--- config.mk ---
export PLATFORM = sky130hd
export DESIGN_NAME = wb_rr_arbiter
export DESIGN_NICKNAME = d
export VERILOG_FILES = /design/src/rtl/wb_rr_arbiter.sv
export SDC_FILE = /design/constraint.sdc
export NUM_CORES = 1
export LEC_CHECK = 0
export CORE_UTILIZATION = 37
export CTS_CLUSTER_SIZE = 8
export DETAILED_ROUTE_END_ITERATION = 6
export GPL_ROUTABILITY_DRIVEN = 0
export PLACE_DENSITY = 0.91
export SLEW_MARGIN = 0
export SYNTH_ARGS = -nofsm -noshare
export SYNTH_HDL_FRONTEND = slang
export SYNTH_SLANG_ARGS = --single-unit
--- constraint.sdc ---
create_clock -name clk_i -period 5.6 [get_ports clk_i]
set_input_delay 1.12 -clock clk_i [delete_from_list [all_inputs] [get_ports clk_i]]
set_output_delay 1.12 -clock clk_i [all_outputs]
set_load 0.05 [all_outputs]
--- src/rtl/wb_rr_arbiter.sv ---
// Two-master round-robin Wishbone arbiter. Grants are held for a whole cyc,
// with a fairness retry cap and a watchdog that aborts stalled accesses.
//   state | meaning
//   IDLE  | no owner; arbitrate among requesting masters
//   OWN0  | master 0 owns the slave until it drops cyc
//   OWN1  | master 1 owns the slave until it drops cyc
module wb_rr_arbiter #(
  parameter int ADDR_WIDTH = 23,
  parameter int DATA_WIDTH = 8,
  parameter int MAX_ACKS   = 16,
  parameter int TIMEOUT    = 255
) (
  input  logic                  clk_i,
  input  logic                  rst_ni,
  input  logic                  m0_cyc_i,
  input  logic                  m0_stb_i,
  input  logic                  m0_we_i,
  input  logic [ADDR_WIDTH-1:0] m0_adr_i,
  input  logic [DATA_WIDTH-1:0] m0_dat_i,
  input  logic [2:0]            m0_cti_i,
  input  logic [1:0]            m0_bte_i,
  output logic                  m0_ack_o,
  output logic                  m0_err_o,
  output logic                  m0_rty_o,
  output logic [DATA_WIDTH-1:0] m0_dat_o,
  input  logic                  m1_cyc_i,
  input  logic                  m1_stb_i,
  input  logic                  m1_we_i,
  input  logic [ADDR_WIDTH-1:0] m1_adr_i,
  input  logic [DATA_WIDTH-1:0] m1_dat_i,
  input  logic [2:0]            m1_cti_i,
  input  logic [1:0]            m1_bte_i,
  output logic                  m1_ack_o,
  output logic                  m1_err_o,
  output logic                  m1_rty_o,
  output logic [DATA_WIDTH-1:0] m1_dat_o,
  output logic                  s_cyc_o,
  output logic                  s_stb_o,
  output logic                  s_we_o,
  output logic [ADDR_WIDTH-1:0] s_adr_o,
  output logic [DATA_WIDTH-1:0] s_dat_o,
  output logic [2:0]            s_cti_o,
  output logic [1:0]            s_bte_o,
  input  logic                  s_ack_i,
  input  logic                  s_err_i,
  input  logic                  s_rty_i,
  input  logic [DATA_WIDTH-1:0] s_dat_i,
  output logic [1:0]            grant_o
);

  localparam logic [7:0] LP_MAX     = 8'(MAX_ACKS);
  localparam logic [7:0] LP_WD_LAST = 8'(TIMEOUT - 1);

  typedef enum logic [1:0] {IDLE = 2'd0, OWN0 = 2'd1, OWN1 = 2'd2} state_t;

  state_t     r_state;
  logic       r_last_owner;
  logic [7:0] r_ack_cnt;
  logic [7:0] r_wd_cnt;
  logic       r_force_rty;
  logic       r_rty_sent;
  logic       r_wd_abort;

  logic       w_own0, w_own1, w_owned;
  logic       w_cyc, w_stb, w_other_cyc;
  logic       w_any_resp, w_resp_ok;
  logic       w_ack, w_err, w_rty;
  logic       w_wd_fire, w_rty_pulse;
  logic [7:0] w_ack_cnt_nxt;

  assign w_own0      = (r_state == OWN0);
  assign w_own1      = (r_state == OWN1);
  assign w_owned     = w_own0 | w_own1;
  assign w_cyc       = w_own1 ? m1_cyc_i : (w_own0 & m0_cyc_i);
  assign w_stb       = w_own1 ? m1_stb_i : (w_own0 & m0_stb_i);
  assign w_other_cyc = w_own0 ? m1_cyc_i : (w_own1 & m0_cyc_i);

  assign s_cyc_o = w_cyc & ~r_wd_abort;
  assign s_stb_o = w_stb & ~r_force_rty & ~r_wd_abort;
  assign s_we_o  = w_own1 ? m1_we_i  : (w_own0 & m0_we_i);
  assign s_adr_o = w_own1 ? m1_adr_i : (w_own0 ? m0_adr_i : '0);
  assign s_dat_o = w_own1 ? m1_dat_i : (w_own0 ? m0_dat_i : '0);
  assign s_cti_o = w_own1 ? m1_cti_i : (w_own0 ? m0_cti_i : '0);
  assign s_bte_o = w_own1 ? m1_bte_i : (w_own0 ? m0_bte_i : '0);

  // Slave responses only reach the owner while a strobe can really be pending.
  assign w_any_resp  = s_ack_i | s_err_i | s_rty_i;
  assign w_resp_ok   = w_owned & ~r_force_rty & ~r_wd_abort;
  assign w_ack       = s_ack_i & w_resp_ok;
  assign w_wd_fire   = s_stb_o & ~w_any_resp & (r_wd_cnt == LP_WD_LAST);
  assign w_err       = (s_err_i & w_resp_ok) | w_wd_fire;
  assign w_rty_pulse = r_force_rty & w_stb & ~r_rty_sent;
  assign w_rty       = (s_rty_i & w_resp_ok) | w_rty_pulse;

  assign m0_ack_o = w_own0 & w_ack;
  assign m0_err_o = w_own0 & w_err;
  assign m0_rty_o = w_own0 & w_rty;
  assign m0_dat_o = w_own0 ? s_dat_i : '0;
  assign m1_ack_o = w_own1 & w_ack;
  assign m1_err_o = w_own1 & w_err;
  assign m1_rty_o = w_own1 & w_rty;
  assign m1_dat_o = w_own1 ? s_dat_i : '0;
  assign grant_o  = {w_own1, w_own0};

  assign w_ack_cnt_nxt = (w_ack && w_other_cyc && (r_ack_cnt != LP_MAX)) ?
                         r_ack_cnt + 8'd1 : r_ack_cnt;

  always_ff @(posedge clk_i or negedge rst_ni) begin
    if (!rst_ni) begin
      r_state      <= IDLE;
      r_last_owner <= 1'b1;
      r_ack_cnt    <= 8'd0;
      r_wd_cnt     <= 8'd0;
      r_force_rty  <= 1'b0;
      r_rty_sent   <= 1'b0;
      r_wd_abort   <= 1'b0;
    end else begin
      case (r_state)
        IDLE: begin
          if (m0_cyc_i || m1_cyc_i) begin
            r_ack_cnt   <= 8'd0;
            r_wd_cnt    <= 8'd0;
            r_force_rty <= 1'b0;
            r_rty_sent  <= 1'b0;
            r_wd_abort  <= 1'b0;
          end
          if (m0_cyc_i && (!m1_cyc_i || r_last_owner)) begin
            r_state      <= OWN0;
            r_last_owner <= 1'b0;
          end else if (m1_cyc_i) begin
            r_state      <= OWN1;
            r_last_owner <= 1'b1;
          end
        end
        default: begin
          if (!w_cyc) begin
            r_state <= IDLE;
          end else begin
            r_ack_cnt <= w_ack_cnt_nxt;
            // Retry is armed only between transfers, never under a live strobe.
            if (!r_force_rty && (w_ack_cnt_nxt == LP_MAX) && (!s_stb_o || s_ack_i))
              r_force_rty <= 1'b1;
            if (w_rty_pulse)
              r_rty_sent <= 1'b1;
            if (s_stb_o && !w_any_resp) begin
              if (w_wd_fire) r_wd_abort <= 1'b1;
              else           r_wd_cnt   <= r_wd_cnt + 8'd1;
            end else begin
              r_wd_cnt <= 8'd0;
            end
          end
        end
      endcase
    end
  end

endmodule
==> results of run 1 <==
==> kinds of logic after synthesis <==
| group | Yosys count | share of synthesized area (%) |
|---|---|---|
| AOI/OAI and AO/OA | 100 | 35.6 |
| xor gates and xnor gates | 3 | 1.32 |
| adders and majority gates | 7 | 4.39 |
| buffers and inverters | 29 | 6.45 |
| DFF | 22 | 27.6 |
| and+or+nand+nor | 91 | 24.6 |
==> layout by cell type (no fill, tap or decap), types with 2 or more instances in the layout <==
cell type and instances:
a211oi_1 4, a21oi_1 8, a22o_1 38, a31oi_1 4, and2_1 19, and3b_1 2, clkbuf_8 3, clkdlybuf4s50_1 153
dfrtp_1 21, ha_1 6, inv_1 10, nand2_1 16, nand3_1 10, nand4_1 3, nor2_1 19, nor3_1 3
nor3b_1 3, o21ai_0 27, o22ai_1 2, o31ai_1 7, or3_1 4, or4_1 2, xor2_1 2
==> synthesized netlist by cell type, types with 2 or more instances <==
cell and n:
a22o_1 38, o21ai_0 27, dfrtp_1 21, and2_1 19, nor2_1 19, nand2_1 16, clkbuf_1 10, inv_1 10
nand3_1 10, a21oi_1 8, ha_1 7, o31ai_1 7, a211oi_1 4, a31oi_1 4, buf_1 4, or3_1 4
nand4_1 3, nor3_1 3, nor3b_1 3, and3b_1 2, buf_2 2, buf_4 2, o22ai_1 2, or4_1 2
xor2_1 2
==> critical path, cell delays in order (launching register included) <==
cell and delay (ns):
dfrtp_1 0.41, inv_1 0.10, ha_2 0.80, and3b_1 0.28, o211ai_1 0.47, nor2_1 0.13, a31oi_1 0.22, nor2_1 0.06
clkdlybuf4s50_1 0.71
==> metrics by stage <==
step	setup slack, ns	hold slack [ns]	cell area (µm²)	cells
floorplan	2.10	0.474	2000	252
global placement	1.17	0.497	3540	457
detailed placement	1.13	0.519	3540	457
CTS	1.06	0.533	3610	461
global route	0.703	0.561	3610	461
finish	0.999	0.536	3610	461
==> worst max path at each step <==
stage | from | endpoint | slack [ns] | cells past startpoint
6_report | r_state[0] | m0_err_o | 1.0 | 8
5_1_grt | r_state[0] | m0_err_o | 0.70 | 8
4_1_cts | r_state[0] | m0_err_o | 1.06 | 8
3_5_place_dp | m1_stb_i | m0_err_o | 1.13 | 7
3_3_place_gp | m1_stb_i | m0_err_o | 1.17 | 7
2_1_floorplan | m0_stb_i | s_stb_o | 2.10 | 3
==> power groups by stage <==
stage,logic [mW],registers (mW),clock network (mW)
detailed placement,1.30,0.183,0
global route,1.38,0.181,0.159
global placement,1.29,0.182,0
floorplan,0.865,0.181,0
finish,1.32,0.180,0.154
CTS,1.31,0.179,0.153
==> sequential cells by signal, summed over array words and instances (netlist names) <==
register and cells:
r_ack_cnt 8, r_force_rty 1, r_last_owner 1, r_rty_sent 1
r_state 2, r_wd_abort 1, r_wd_cnt 8
==> layout make-up <==
class	count	area share, %
sequential	22	15.3
tap	70	2.43
clock inverter	1	0.832
inverter	10	1.04
multi-input combinational	201	36.6
clock buffer	3	1.14
timing repair buffer	154	42.6
==> metal layers <==
| layer | share of wire (%) | global-route usage [%] | vias up | routed length, µm |
|---|---|---|---|---|
| li1 | - | - | 1230 | - |
| met1 | 36 | 34.0 | 1249 | 3160 |
| met2 | 50 | 49.6 | 153 | 4350 |
| met3 | 10 | 10.7 | 16 | 914 |
| met4 | 3.4 | 9.47 | 0 | 292 |
| met5 | 0 | 0 | - | 0 |
==> flow_metrics.env, run 1 <==
export IMPL_final_seq_area_um2=552
export IMPL_routed_wl_mm=8.72
export IMPL_tritoncts="yes"
export IMPL_relSlewSlack_pct=31.6
export IMPL_seq_area_frac_synth_pct=27.6
export IMPL_die_w_um=75.5
export IMPL_detail_route_antenna_nets=0
export IMPL_ff2ff_setup_slack_ns=2.55
export IMPL_ys_warn_count=0
export IMPL_layout_drive_gt1_share_pct=3.58
export IMPL_hpwl_mm=6.81
export IMPL_cts_root_buf="clkbuf_8"
export IMPL_ir_worst_vdd_v=0.000382
export IMPL_yosysTopAreaCellShare_pct=26.3
export IMPL_drt_iter0_drc=179
export IMPL_vias_per_cell=5.74
export IMPL_h_tree_depth=1
export IMPL_hold_class="flop to flop"
export IMPL_cts_setup_buffers=0
export IMPL_finalSetupViolations=0
export IMPL_synthTopCellsByArea="dfrtp_1, a22o_1, o21ai_0"
export IMPL_syn_inst=252
export IMPL_grt_first_pass_wirelength_mm=12.2
export IMPL_startpoint_type="flop"
export IMPL_ys_ff_latch=22
export IMPL_wl_per_cell_um=18.9
export IMPL_grt_usage_pct=29.1
export IMPL_cts_buffers=3
export IMPL_antenna_cells=0
export IMPL_grt_setup_unrepaired="false"
export IMPL_grt_ovfl_total=0
export IMPL_row_count=26
export IMPL_hold_depth=1
export IMPL_endpoint_kind="primary output"
export IMPL_r2r_cells=7
export IMPL_switching_power_mw=0.948
export IMPL_power_density_mw_per_mm2=458
export IMPL_power_frac_comb_pct=79.8
export IMPL_syn_num_nets=350
export IMPL_async_reset_ff_share_pct=100
export IMPL_p_int_mw=0.705
export IMPL_die_y_um=75.5
export IMPL_num_fill_cells=426
export IMPL_ys_types=48
export IMPL_syn_avg_cell_area_um2=7.92
export IMPL_crit_type="flop to primary output"
export IMPL_vias=2648
export IMPL_die_area_mm2=0.00569
export IMPL_start_util_pct=38.9
export IMPL_drc=0
export IMPL_required_ns=4.48
export IMPL_worstPathMaxFanout=54
export IMPL_clockBufferDepth=2
export IMPL_hold_viol=0
export IMPL_period_minus_slack_ns=4.60
export IMPL_synth_edff_count=0
export IMPL_cap_violations=0
export IMPL_p_seq_share_pct=10.9
export IMPL_maxSlewViolCount=0
export IMPL_r2r_start="r_state[0]"
export IMPL_status="completed"
export IMPL_dr_pass1_iters=6
export IMPL_ios=154
export IMPL_hold_path_end="r_wd_cnt[4]"
export IMPL_fmax_mhz=217
export IMPL_synth_largest_area_cell="dfrtp_1"
export IMPL_leakagePower_nw=1.39
export IMPL_min_from="r_wd_cnt[4]"
export IMPL_io_buffer_count=153
export IMPL_power_frac_clock_pct=9.3
export IMPL_clock_latency_ns=0.27
export IMPL_fin_setup_tns_ns=0
export IMPL_antenna_found_initial=0
export IMPL_total_power_mw=1.65
export IMPL_final_core_util_pct=70.2
export IMPL_hold_buffers=0
export IMPL_r2r_end="r_ack_cnt[7]"
export IMPL_multiInputGateArea_mm2=0.00132
export IMPL_fin_nets=490
export IMPL_area_growth_syn_to_layout_pct=80.7
export IMPL_worst_slew_pin_slew_ns=1.02
export IMPL_core_area_mm2=0.00514
export IMPL_crit_arrival_ns=3.48
export IMPL_cts_clk_slew_worst_paths_ns=0.09
export IMPL_ys_flop_type="dfrtp_1"
export IMPL_grt_max_degree=55
export IMPL_fin_skew_ns=0.00232
export IMPL_power_switching_share_pct=57.4
export IMPL_netlist_area_mm2=0.00200
export IMPL_cts_sinks=22
export IMPL_grt_pass1_vias=2399
export IMPL_cts_resized=0
export IMPL_min_period_over_period_pct=82.2
No activity file was read; power rests on OpenSTA's default activity.
==> run 2, diff against run 1 <==
CORE_UTILIZATION = 34   (was 37)
PLACE_DENSITY = 0.85   (was 0.91)
clock period = 4.3 ns   (was 5.6 ns; I/O delays follow)
==> run 2 against run 1 <==
Wire length fell by 1.4%. Largest cell class unchanged. Cell count up 1.1%. Clock-buffer cell count stayed put.
==> flow_metrics.env, run 2 (synthesis results as in run 1) <==
export IMPL_hpwl_mm=6.75
export IMPL_min_period_over_period_pct=93.0
export IMPL_grt_first_pass_wirelength_mm=13.2
export IMPL_grt_pass1_vias=2542
export IMPL_fmax_mhz=250
export IMPL_antenna_found_initial=1
export IMPL_vias=2566
export IMPL_wl_per_cell_um=18.4
export IMPL_cpPeakStageDelay_ns=0.71
export IMPL_power_density_mw_per_mm2=591
export IMPL_fin_skew_ns=0.000708
export IMPL_dp_cells=462
export IMPL_drc=0
export IMPL_cts_sinks=22
export IMPL_maxSlewViolCount=0
export IMPL_clockBufferDepth=2
export IMPL_worst_hold_slack_ns=0.533
export IMPL_dpl_cell_area_mm2=0.00356
export IMPL_io_buffer_count=153
export IMPL_fin_nets=493
export IMPL_finalSetupViolations=0
export IMPL_routed_wl_mm=8.60
export IMPL_h_tree_depth=1
export IMPL_ir_worst_vdd_v=0.000476
export IMPL_vias_per_cell=5.51
export IMPL_hold_viol=0
export IMPL_die_y_um=78.6
export IMPL_grt_setup_unrepaired="false"
export IMPL_area_growth_syn_to_layout_pct=82.0
export IMPL_cts_setup_buffers=0
export IMPL_hold_class="flop to flop"
export IMPL_worstPathMaxFanout=8
export IMPL_worst_slew_pin_slew_ns=0.979
export IMPL_dp_slack_ns=0.371
export IMPL_ios=154
export IMPL_clock_latency_ns=0.26
export IMPL_grt_max_degree=48
export IMPL_cap_violations=0
export IMPL_reg_top3="r_ack_cnt (8), r_wd_cnt (8), r_state (2)"
export IMPL_row_count=27
export IMPL_dr_pass1_iters=5
export IMPL_status="completed"
export IMPL_crit_type="input port to primary output"
export IMPL_grt_usage_pct=27.7
export IMPL_cts_buffers=3
export IMPL_start_util_pct=35.8
export IMPL_antenna_cells=0
export IMPL_crit_path_top_delay_cell="clkdlybuf4s50_1"
export IMPL_setup_ws_ns=0.299
export IMPL_tritoncts="yes"
export IMPL_final_cell_mix="clkdlybuf4s50_1, a22o_1, o21ai_0"
export IMPL_die_w_um=78.6
export IMPL_drt_iter0_drc=218
export IMPL_period_minus_slack_ns=4.00
export IMPL_cts_root_buf="clkbuf_8"
export IMPL_cts_clk_slew_worst_paths_ns=0.09
export IMPL_startpoint_type="input port"
export IMPL_final_common_cell="clkdlybuf4s50_1"
export IMPL_leakagePower_nw=1.41
export IMPL_die_area_mm2=0.00618
export IMPL_fin_cells=466
export IMPL_relSlewSlack_pct=34.6
export IMPL_detail_route_antenna_nets=0
export IMPL_fin_setup_tns_ns=0
export IMPL_cts_resized=0
export IMPL_hold_buffers=0
export IMPL_path_cells="clkdlybuf4s50_1 -> and2_1 -> o211ai_1 -> nor2_1 -> a31oi_1 -> nor2_1 -> clkdlybuf4s50_1"
export IMPL_design_area_mm2=0.00363
export IMPL_crit_arrival_ns=3.14
export IMPL_required_ns=3.44
export IMPL_layout_drive_gt1_share_pct=4.31
export IMPL_grt_ovfl_total=0
export IMPL_core_area_mm2=0.00557
export IMPL_endpoint_kind="primary output"
## run 2: metal layers
metal / wire, µm / vias up / part of all wire, % / global-route usage [%]
met3: 932 / 18 / 11 / 12.9
li1: - / 1232 / - / -
met1: 3210 / 1190 / 37 / 30.3
met2: 4180 / 124 / 49 / 47.0
met4: 261 / 2 / 3.0 / 9.26
met5: 11 / - / 0.13 / 0
## run 2: stage by stage
step | power [mW] | util [%]
3_3_place_gp | 1.93 | 63.9
6_report | 2.15 | 65.2
5_1_grt | 2.25 | 65.2
3_5_place_dp | 1.94 | 63.9
4_1_cts | 2.14 | 65.2
2_1_floorplan | 1.36 | -
## run 2: worst paths after layout
path,depth (start not counted),slack (ns),end,from
worst min-delay path,2,0.53,r_last_owner,r_last_owner
worst max register to register,7,1.76,r_ack_cnt[7],r_state[0]
max in group asynchronous,1,2.58,r_wd_abort,rst_ni
worst min register to register,2,0.53,r_last_owner,r_last_owner
worst max-delay path,7,0.30,m1_err_o,m1_stb_i
min in group asynchronous,1,1.13,r_wd_cnt[7],rst_ni
## run 2: cell type report
class / count / area, µm²
Fill cell: 488 / 1940
Timing Repair Buffer: 157 / 1560
Multi-Input combinational cell: 201 / 1320
Sequential cell: 22 / 552
Tap cell: 72 / 90.1
Clock buffer: 3 / 41.3
Inverter: 10 / 37.5
Clock inverter: 1 / 30.0
## run 2: worst max-delay path, delay by kind of cell
family	cells	cell delay, ns
AO/OA/AOI/OAI	2	0.80
AND/OR/NAND/NOR	3	0.36
buffers and inverters	2	1.11
## run 2: power by group
part           switching (mW)  internal (mW)
clock network          0.0737          0.124
logic                    1.13          0.580
registers              0.0106          0.224
total                    1.22          0.929
==> run 3, diff against run 2 <==
CORE_ASPECT_RATIO = 1.4   (was not set)
CORE_UTILIZATION = 37   (was 34)
PLACE_DENSITY = 0.88   (was 0.85)
clock period = 4.72 ns   (was 4.3 ns; I/O delays follow)
==> run 3 against run 2 <==
Worst hold slack worse by 0.014 ns. First-iteration DRC count down 35%. Flip-flop and latch count unchanged. Combinational power down 9%. Register-to-register slack better by 0.38 ns. Critical path depth unchanged. Via count up 0.16%. Clock-buffer cell count up 1. Cell count down 1.7%. Critical endpoint is now m0_err_o.
==> flow_metrics.env, run 3 (synthesis results as in run 1) <==
export IMPL_status="completed"
export IMPL_cpLargestDelayFamily="buffers and inverters"
export IMPL_h_tree_depth=1
export IMPL_start_util_pct=38.4
export IMPL_num_fill_cells=444
export IMPL_wl_per_cell_um=18.0
export IMPL_required_ns=3.78
export IMPL_fin_skew_ns=0.00817
export IMPL_final_seq_area_um2=552
export IMPL_path_cells="clkdlybuf4s50_1 -> and2_1 -> o211ai_1 -> nor2_1 -> a31oi_1 -> nor2_1 -> clkdlybuf4s50_1"
export IMPL_power_density_mw_per_mm2=529
export IMPL_ios=154
export IMPL_crit_arrival_ns=3.23
export IMPL_grt_first_pass_wirelength_mm=12.1
export IMPL_cpPeakStageDelay_ns=0.72
export IMPL_final_common_cell="clkdlybuf4s50_1"
export IMPL_drt_iter0_drc=142
export IMPL_io_buffer_count=153
export IMPL_detail_route_antenna_nets=0
export IMPL_die_y_um=88.9
export IMPL_min_period_over_period_pct=88.5
export IMPL_worst_hold_slack_ns=0.519
export IMPL_ir_worst_vdd_v=0.000466
export IMPL_fmax_mhz=239
export IMPL_drc=0
export IMPL_setup_ws_ns=0.542
export IMPL_worst_slew_pin_slew_ns=0.999
export IMPL_grt_usage_pct=28.4
export IMPL_endpoint_kind="primary output"
export IMPL_cts_root_buf="clkbuf_8"
export IMPL_crit_path_top_delay_cell="clkdlybuf4s50_1"
export IMPL_cts_sinks=22
export IMPL_period_minus_slack_ns=4.18
export IMPL_cap_violations=0
export IMPL_routed_wl_mm=8.24
export IMPL_area_growth_syn_to_layout_pct=80.0
export IMPL_dr_pass1_iters=4
export IMPL_grt_setup_unrepaired="false"
export IMPL_leakagePower_nw=1.39
export IMPL_hold_class="flop to flop"
export IMPL_tritoncts="yes"
export IMPL_vias=2570
export IMPL_total_power_mw=1.90
export IMPL_antenna_found_initial=0
export IMPL_grt_max_degree=41
export IMPL_multiInputGateArea_mm2=0.00132
export IMPL_fin_setup_tns_ns=0
export IMPL_vias_per_cell=5.61
export IMPL_startpoint_type="input port"
export IMPL_final_cell_mix="clkdlybuf4s50_1, a22o_1, o21ai_0"
export IMPL_relSlewSlack_pct=33.2
export IMPL_die_w_um=64.1
export IMPL_cts_clk_slew_worst_paths_ns=0.09
export IMPL_clock_latency_ns=0.27
export IMPL_reg_top3="r_ack_cnt (8), r_wd_cnt (8), r_state (2)"
export IMPL_worstPathMaxFanout=8
export IMPL_finalSetupViolations=0
export IMPL_hpwl_mm=6.61
export IMPL_grt_ovfl_total=0
export IMPL_maxSlewViolCount=0
export IMPL_hold_viol=0
export IMPL_fin_nets=491
export IMPL_clockBufferDepth=2
export IMPL_die_area_mm2=0.00570
export IMPL_crit_type="input port to primary output"
export IMPL_grt_pass1_vias=2398
export IMPL_dp_slack_ns=0.572
export IMPL_core_area_mm2=0.00520
export IMPL_hold_buffers=0
export IMPL_cts_resized=0
export IMPL_layout_drive_gt1_share_pct=3.83
export IMPL_row_count=31
export IMPL_cts_buffers=3
export IMPL_crit_buf_inv=2
export IMPL_cts_setup_buffers=0
export IMPL_antenna_cells=0
[run 3: cell count changes in the layout (fill, tap and decap cells not counted)]
| cell | before | now |
|---|---|---|
| buf_4 | 4 | 2 |
| bufinv_16 | 1 | 0 |
| clkbuf_8 | 3 | 4 |
[run 3: worst paths after layout]
kind	from	end	slack, ns	cells past startpoint
worst max-delay path	m1_stb_i	m0_err_o	0.54	7
min in group asynchronous	rst_ni	r_wd_cnt[2]	1.22	1
worst min register to register	r_rty_sent	r_rty_sent	0.52	1
worst max register to register	r_state[1]	r_ack_cnt[7]	2.14	7
worst min-delay path	r_rty_sent	r_rty_sent	0.52	1
max in group asynchronous	rst_ni	r_wd_cnt[1]	2.89	1
[run 3: metrics by stage]
stage	utilization (%)	cells	instance area (µm²)
6_report	69.2	458	3590
5_1_grt	69.2	458	3590
4_1_cts	69.2	458	3590
3_5_place_dp	68.1	454	3540
3_3_place_gp	68.1	454	3540
2_1_floorplan	-	252	2000
[run 3: worst reg2reg max path, delay by kind of cell (launching register included)]
family	cells	cell delay [ns]
buffers and inverters	1	0.12
AOI/OAI and AO/OA	4	1.28
and+or+nand+nor	1	0.19
adders and majority gates	1	0.46
DFF	1	0.40
[run 3: final cells by class]
type | instances | area share, %
inverters | 10 | 1.04
multi-input cells | 201 | 36.8
clock buffers | 4 | 1.53
flip-flops and latches | 22 | 15.3
repair buffers | 155 | 43.0
well taps | 66 | 2.30
[run 3: per-layer routing]
metal  share of wire (%)  wire (µm)  vias to the layer above  track usage (%)
met3                  11        919                       10             12.6
met1                  38       3160                     1205             33.1
met2                  49       4080                      127             48.7
li1                    -          -                     1228                -
met5                   0          0                        -                0
met4                0.97         80                        0             5.25
[run 3: power breakdown]
group | leakage [nW] | internal, mW | switching (mW) | total [mW]
registers | 0.302 | 0.204 | 0.0102 | 0.214
logic | 1.06 | 0.520 | 1.03 | 1.55
clock network | 0.0288 | 0.0745 | 0.0644 | 0.139
